<file path="src/rtl/dp_hpd_pkg.sv">
// Shared types and constants for the HPD sink-connection controller.
package dp_hpd_pkg;

  typedef enum logic [2:0] {
    StDisc,
    StSettle,
    StTrain,
    StUp,
    StFailed
  } hpd_ctrl_state_e;

  typedef enum logic [1:0] {
    EvtPlug   = 2'd0,
    EvtUnplug = 2'd1,
    EvtIrq    = 2'd2,
    EvtLtFail = 2'd3
  } hpd_evt_e;

  localparam int unsigned CLK_FREQ = 100_000;
  localparam int unsigned MS_TICKS = CLK_FREQ / 1000;

endpackage

</file>
<file path="src/rtl/hpd_evt_fifo.sv">
// Small valid/ready event FIFO with a sticky overflow flag for dropped pushes.
module hpd_evt_fifo #(
  parameter int unsigned DEPTH = 4,
  parameter int unsigned WIDTH = 2
) (
  input  logic             clk,
  input  logic             rst_n,
  input  logic             push,
  input  logic [WIDTH-1:0] push_data,
  output logic             valid,
  input  logic             ready,
  output logic [WIDTH-1:0] data,
  output logic             overflow,
  input  logic             ovf_clr
);

  localparam int unsigned AW = $clog2(DEPTH);
  localparam logic [AW:0] FullCount = DEPTH[AW:0];

  logic [WIDTH-1:0] mem [DEPTH];
  logic [AW:0]      wptr, rptr, count;
  logic             full, pop, wr, drop;

  // Wrap bit makes wptr - rptr the exact occupancy, 0..DEPTH.
  assign count = wptr - rptr;
  assign full  = (count == FullCount);
  assign valid = (count != '0);
  assign pop   = valid & ready;
  assign wr    = push & (~full | pop);
  assign drop  = push & full & ~pop;
  assign data  = valid ? mem[rptr[AW-1:0]] : '0;

  always_ff @(posedge clk) begin
    if (wr) begin
      mem[wptr[AW-1:0]] <= push_data;
    end
  end

  always_ff @(posedge clk or negedge rst_n) begin
    if (!rst_n) begin
      wptr     <= '0;
      rptr     <= '0;
      overflow <= 1'b0;
    end else begin
      if (wr) begin
        wptr <= wptr + 1'b1;
      end
      if (pop) begin
        rptr <= rptr + 1'b1;
      end
      if (drop) begin
        overflow <= 1'b1;
      end else if (ovf_clr) begin
        overflow <= 1'b0;
      end
    end
  end

endmodule

</file>
<file path="src/rtl/hpd_link_ctrl.sv">
// Sink-connection controller: settles HPD, launches link training with bounded retries,
// and reports plug/unplug/IRQ/training-failure events through a small queue.
module hpd_link_ctrl
  import dp_hpd_pkg::*;
#(
  parameter int unsigned SETTLE_CYCLES = 200,
  parameter int unsigned LT_RETRY_MAX  = 3,
  parameter int unsigned EVT_DEPTH     = 4
) (
  input  logic       clk,
  input  logic       rst_n,
  input  logic       hpd_detect,
  input  logic       hpd_irq,
  output logic       lt_start,
  input  logic       lt_done,
  input  logic       lt_fail,
  output logic       link_up,
  output logic       evt_valid,
  input  logic       evt_ready,
  output logic [1:0] evt_code,
  output logic       evt_overflow,
  input  logic       ovf_clr
);

  localparam int unsigned CntW = (SETTLE_CYCLES > 1) ? $clog2(SETTLE_CYCLES) : 1;
  localparam logic [CntW-1:0] SettleLast = CntW'(SETTLE_CYCLES - 1);
  localparam logic [3:0]      RetryMax   = 4'(LT_RETRY_MAX);

  hpd_ctrl_state_e state;
  logic [CntW-1:0] settle_cnt;
  logic [3:0]      attempt;
  logic            det_q, irq_q;
  logic            det_rise, det_fall, irq_rise, settle_done, retry_left;
  logic            push;
  hpd_evt_e        push_evt;

  assign det_rise    = hpd_detect & ~det_q;
  assign det_fall    = ~hpd_detect & det_q;
  assign irq_rise    = hpd_irq & ~irq_q;
  assign settle_done = (settle_cnt == SettleLast);
  assign retry_left  = (attempt < RetryMax);

  always_ff @(posedge clk or negedge rst_n) begin
    if (!rst_n) begin
      det_q <= 1'b0;
      irq_q <= 1'b0;
    end else begin
      det_q <= hpd_detect;
      irq_q <= hpd_irq;
    end
  end

  // Unplug takes priority so a coincident IRQ or training result never gets queued.
  always_comb begin
    push     = 1'b0;
    push_evt = EvtPlug;
    unique case (state)
      StDisc: ;
      StSettle: begin
        if (hpd_detect && settle_done) begin
          push     = 1'b1;
          push_evt = EvtPlug;
        end
      end
      StTrain: begin
        if (det_fall) begin
          push     = 1'b1;
          push_evt = EvtUnplug;
        end else if (lt_fail && !retry_left) begin
          push     = 1'b1;
          push_evt = EvtLtFail;
        end
      end
      StUp: begin
        if (det_fall) begin
          push     = 1'b1;
          push_evt = EvtUnplug;
        end else if (irq_rise) begin
          push     = 1'b1;
          push_evt = EvtIrq;
        end
      end
      StFailed: begin
        if (det_fall) begin
          push     = 1'b1;
          push_evt = EvtUnplug;
        end
      end
      default: ;
    endcase
  end

  always_ff @(posedge clk or negedge rst_n) begin
    if (!rst_n) begin
      state      <= StDisc;
      settle_cnt <= '0;
      attempt    <= '0;
      lt_start   <= 1'b0;
      link_up    <= 1'b0;
    end else begin
      lt_start <= 1'b0;
      unique case (state)
        StDisc: begin
          if (det_rise) begin
            state      <= StSettle;
            settle_cnt <= '0;
          end
        end
        StSettle: begin
          if (!hpd_detect) begin
            state <= StDisc;
          end else if (settle_done) begin
            state    <= StTrain;
            lt_start <= 1'b1;
            attempt  <= 4'd1;
          end else begin
            settle_cnt <= settle_cnt + 1'b1;
          end
        end
        StTrain: begin
          if (det_fall) begin
            state   <= StDisc;
            attempt <= '0;
          end else if (lt_fail) begin
            if (retry_left) begin
              lt_start <= 1'b1;
              attempt  <= attempt + 1'b1;
            end else begin
              state <= StFailed;
            end
          end else if (lt_done) begin
            state   <= StUp;
            link_up <= 1'b1;
          end
        end
        StUp, StFailed: begin
          if (det_fall) begin
            state   <= StDisc;
            attempt <= '0;
            link_up <= 1'b0;
          end
        end
        default: begin
          state   <= StDisc;
          link_up <= 1'b0;
        end
      endcase
    end
  end

  hpd_evt_fifo #(
    .DEPTH (EVT_DEPTH),
    .WIDTH (2)
  ) u_evt_fifo (
    .clk       (clk),
    .rst_n     (rst_n),
    .push      (push),
    .push_data (push_evt),
    .valid     (evt_valid),
    .ready     (evt_ready),
    .data      (evt_code),
    .overflow  (evt_overflow),
    .ovf_clr   (ovf_clr)
  );

endmodule

</file>
<file path="config.mk">
export PLATFORM = sky130hd
export DESIGN_NAME = hpd_link_ctrl
export DESIGN_NICKNAME = d
export VERILOG_FILES = /design/src/rtl/dp_hpd_pkg.sv /design/src/rtl/hpd_evt_fifo.sv /design/src/rtl/hpd_link_ctrl.sv
export SDC_FILE = /design/constraint.sdc
export NUM_CORES = 1
export LEC_CHECK = 0
export CAP_MARGIN = 25
export CORE_MARGIN = 10
export CORE_UTILIZATION = 45
export DETAILED_ROUTE_END_ITERATION = 10
export GPL_TIMING_DRIVEN = 1
export SKIP_LAST_GASP = 1
export SLEW_MARGIN = 20
export SYNTH_ARGS = -nofsm -noshare
export SYNTH_HDL_FRONTEND = slang
export SYNTH_SLANG_ARGS = --single-unit
</file>
<file path="constraint.sdc">
create_clock -name clk -period 4 [get_ports clk]
set_clock_uncertainty 0.1 [all_clocks]
set_input_delay 0.6 -clock clk [delete_from_list [all_inputs] [get_ports clk]]
set_output_delay 0.6 -clock clk [all_outputs]
set_load 0.05 [all_outputs]
</file>
==> impl_results.md <==
* Status: complete, no violations
* Gr ovfl total at 0
* Die ar. at 7060 um^2
* Power per cell area at 654 nW/um^2
* Clock sink count at 34
* Row cnt at 23
* VDD IR-drop max at 0.000408 V
* GR Util All Layers at 0.0976
* Core Footprint at 3970 um^2
* Critical Path AT at 2.48 ns
* Hold-fix buffers, CTS at 0
* Yosys cell types at 48
* # DRC at 0
* Finished Core Util at 0.528
* Rel. slew slack at 0.613
* Final Critical Period at 3.18 ns
* CP required at 3.30 ns
* ANT cells at 0
* Max cap viols at 0
* Starting Density at 0.465
* Worst setup path class: reg -> out
* Static leakage at 0.938 nW
* # IOs at 14
* Via Count at 1260
* Cells resized by post-CTS repair at 0
* #FFs+latches synth at 34
* Number of DRC markers in iteration 0 at 49
* Slew Viols, Final at 0
* Placed cell count at 225
* Clk root buf: clkbuf_8
* Post-CTS setup buffer count at 0
* Clock latency on the worst-skew pair at 0.27 ns
* Commonest non-fill, non-tap cells in the layout: dfrtp_1, nor2_1, clkdlybuf4s50_1
* Initial antenna violation count at 0
* Avg WL per Cell at 14.2 um
* Multi-input gate area at 897 um^2
* DP Wirelength at 2.50 mm
* Prevailing post-synth register cell: dfrtp_1
* Crit path cell chain: inv_1 -> ha_1 -> nor2b_1 -> xnor2_1 -> or2_1 -> and2_1 -> clkdlybuf4s50_1
* Final Hold Viols at 0
* Most common cell after layout, fill and taps aside: dfrtp_1
* Slowest-stage cell, CP: clkdlybuf4s50_1
* Endpoints failing setup at 0
* Die X at 84.0 um
* Largest net degree at the start of global routing at 27
* Final Wtd Congestion at 0.791
* RSZ-0062 raised after global routing: false
* Seq/Total Area, Yosys at 0.483
* Routed Antenna Nets at 0
* Layout cells sized above 1 at 0.142
* Clock Pin Slew Worst Setup and Hold Paths at 0.07 ns
* Final net count at 199
* Drt first pass iters at 4
* Die Span Y at 84.0 um
* Buffers on Ports at 13
* Final Cycle Share at 0.794
* Yosys warns at 0
* Startpoint Class: flip-flop
* Fmax at 0.315 GHz
* First-pass GRT wire length at 5.89 mm
* HP Class: reg -> reg
* Routed WL at 3.31 mm
* Buffer depth of the longest clock path at 2
* Largest fanout on the critical path at 5
* CP endpoint kind: output port
* Syn Area/Cell at 11.1 um^2
* # fillers at 354
* Clock buffer count from CTS at 5
* CTS tree: done
* Reg area at 891 um^2
* Setup TNS at 0 ns
* Area grow syn2layout at 13.6%
* EDFF count, synth at 8
* Cell count after synthesis at 167
* Vias per std cell at 5.41
* H-tree depth at 2
* Post-synthesis net count at 184
* FFs w/ async S/R, synth at 0.765
* Tightest Pin Transition at 0.580 ns
* Final cell count without fillers at 233
* Post-Syn Area at 1850 um^2
* CP max stage delay at 0.80 ns
* Number of global-route vias before repair at 1286
-- critical path: cells and delay by family, from the launching register on --
family        cells  cell delay, ns
fa+ha+maj         1            0.18
flops             1            0.41
simple gates      3            0.48
buf+inv           2            0.91
xor+xnor          1            0.22
-- cell families after synthesis --
group / after synthesis / synth area share
multiplexers: 6 / 0.0488
XOR/XNOR: 12 / 0.0569
adder cells (fa/ha/maj): 9 / 0.0610
flip-flops: 34 / 0.483
buffers and inverters: 13 / 0.0312
AND/OR/NAND/NOR: 70 / 0.228
AO/OA/AOI/OAI: 23 / 0.0908
-- synthesized netlist by cell type, drive strengths merged (4+ instances only) --
library cell / instances / share of area
dfrtp: 26 / 0.35
nor2: 16 / 0.033
nand2: 10 / 0.022
nand3: 10 / 0.030
xnor2: 10 / 0.047
ha: 9 / 0.061
and3: 8 / 0.033
edfxtp: 8 / 0.13
o21ai: 8 / 0.022
inv: 7 / 0.014
buf: 5 / 0.015
nor2b: 5 / 0.018
nor3: 5 / 0.014
mux2: 4 / 0.024
-- registers in the layout, indices dropped and copies added (netlist names) --
name and flops:
state 3, u_evt_fifo.rptr 3, u_evt_fifo.overflow 1, attempt 4, link_up 1, u_evt_fifo.wptr 3, settle_cnt 8, lt_start 1
u_evt_fifo.mem 8, det_q 1, irq_q 1
-- path summary, 6_finish.rpt --
| kind | start | end | slack, ns | cells after the start |
|---|---|---|---|---|
| max | u_evt_fifo.wptr[0]$_DFFE_PN0N_ | evt_code[0] | 0.82 | 7 |
| min | u_evt_fifo.wptr[2]$_DFFE_PN0N_ | u_evt_fifo.wptr[2]$_DFFE_PN0N_ | 0.39 | 1 |
| max reg2reg | attempt[0]$_DFFE_PN0P_ | u_evt_fifo.wptr[1]$_DFFE_PN0N_ | 1.96 | 6 |
| min reg2reg | u_evt_fifo.wptr[2]$_DFFE_PN0N_ | u_evt_fifo.wptr[2]$_DFFE_PN0N_ | 0.39 | 1 |
| max in group asynchronous | rst_n | settle_cnt[3]$_DFFE_PN0P_ | 2.94 | 2 |
| min in group asynchronous | rst_n | u_evt_fifo.wptr[0]$_DFFE_PN0N_ | 0.61 | 2 |
-- routing by layer --
layer  share of wire  wire length [um]  up-vias  global-route usage
li1                -                 -      621                   -
met5               0                 0        -                   0
met1            0.47              1560      622               0.118
met3           0.035               115        2              0.0322
met4          0.0066                22        0              0.0320
met2            0.49              1620       15               0.158
-- layout make-up --
type                       instances  share of cell area
clock buffer                       6              0.0346
clock inverter                     2             0.00418
inverter                           7              0.0125
multi-input combinational        120               0.428
sequential                        34               0.425
tap                               50              0.0299
timing repair buffer              14              0.0657
-- through the flow --
step / setup slack, ns / hold WS (ns) / cell area, um^2 / power, mW
finish: 0.824 / 0.386 / 2100 / 1.37
global route: 0.690 / 0.410 / 2100 / 1.48
CTS: 0.795 / 0.390 / 2100 / 1.39
detailed placement: 1.10 / 0.381 / 2010 / 1.15
global placement: 1.20 / 0.379 / 2010 / 1.12
floorplan: 1.48 / 0.204 / 1850 / 0.988
-- report_power, final --
part / switching, mW / internal [mW]
clock network: 0.112 / 0.119
registers: 0.101 / 0.434
logic: 0.345 / 0.260
No activity file was read; power rests on OpenSTA's default activity.
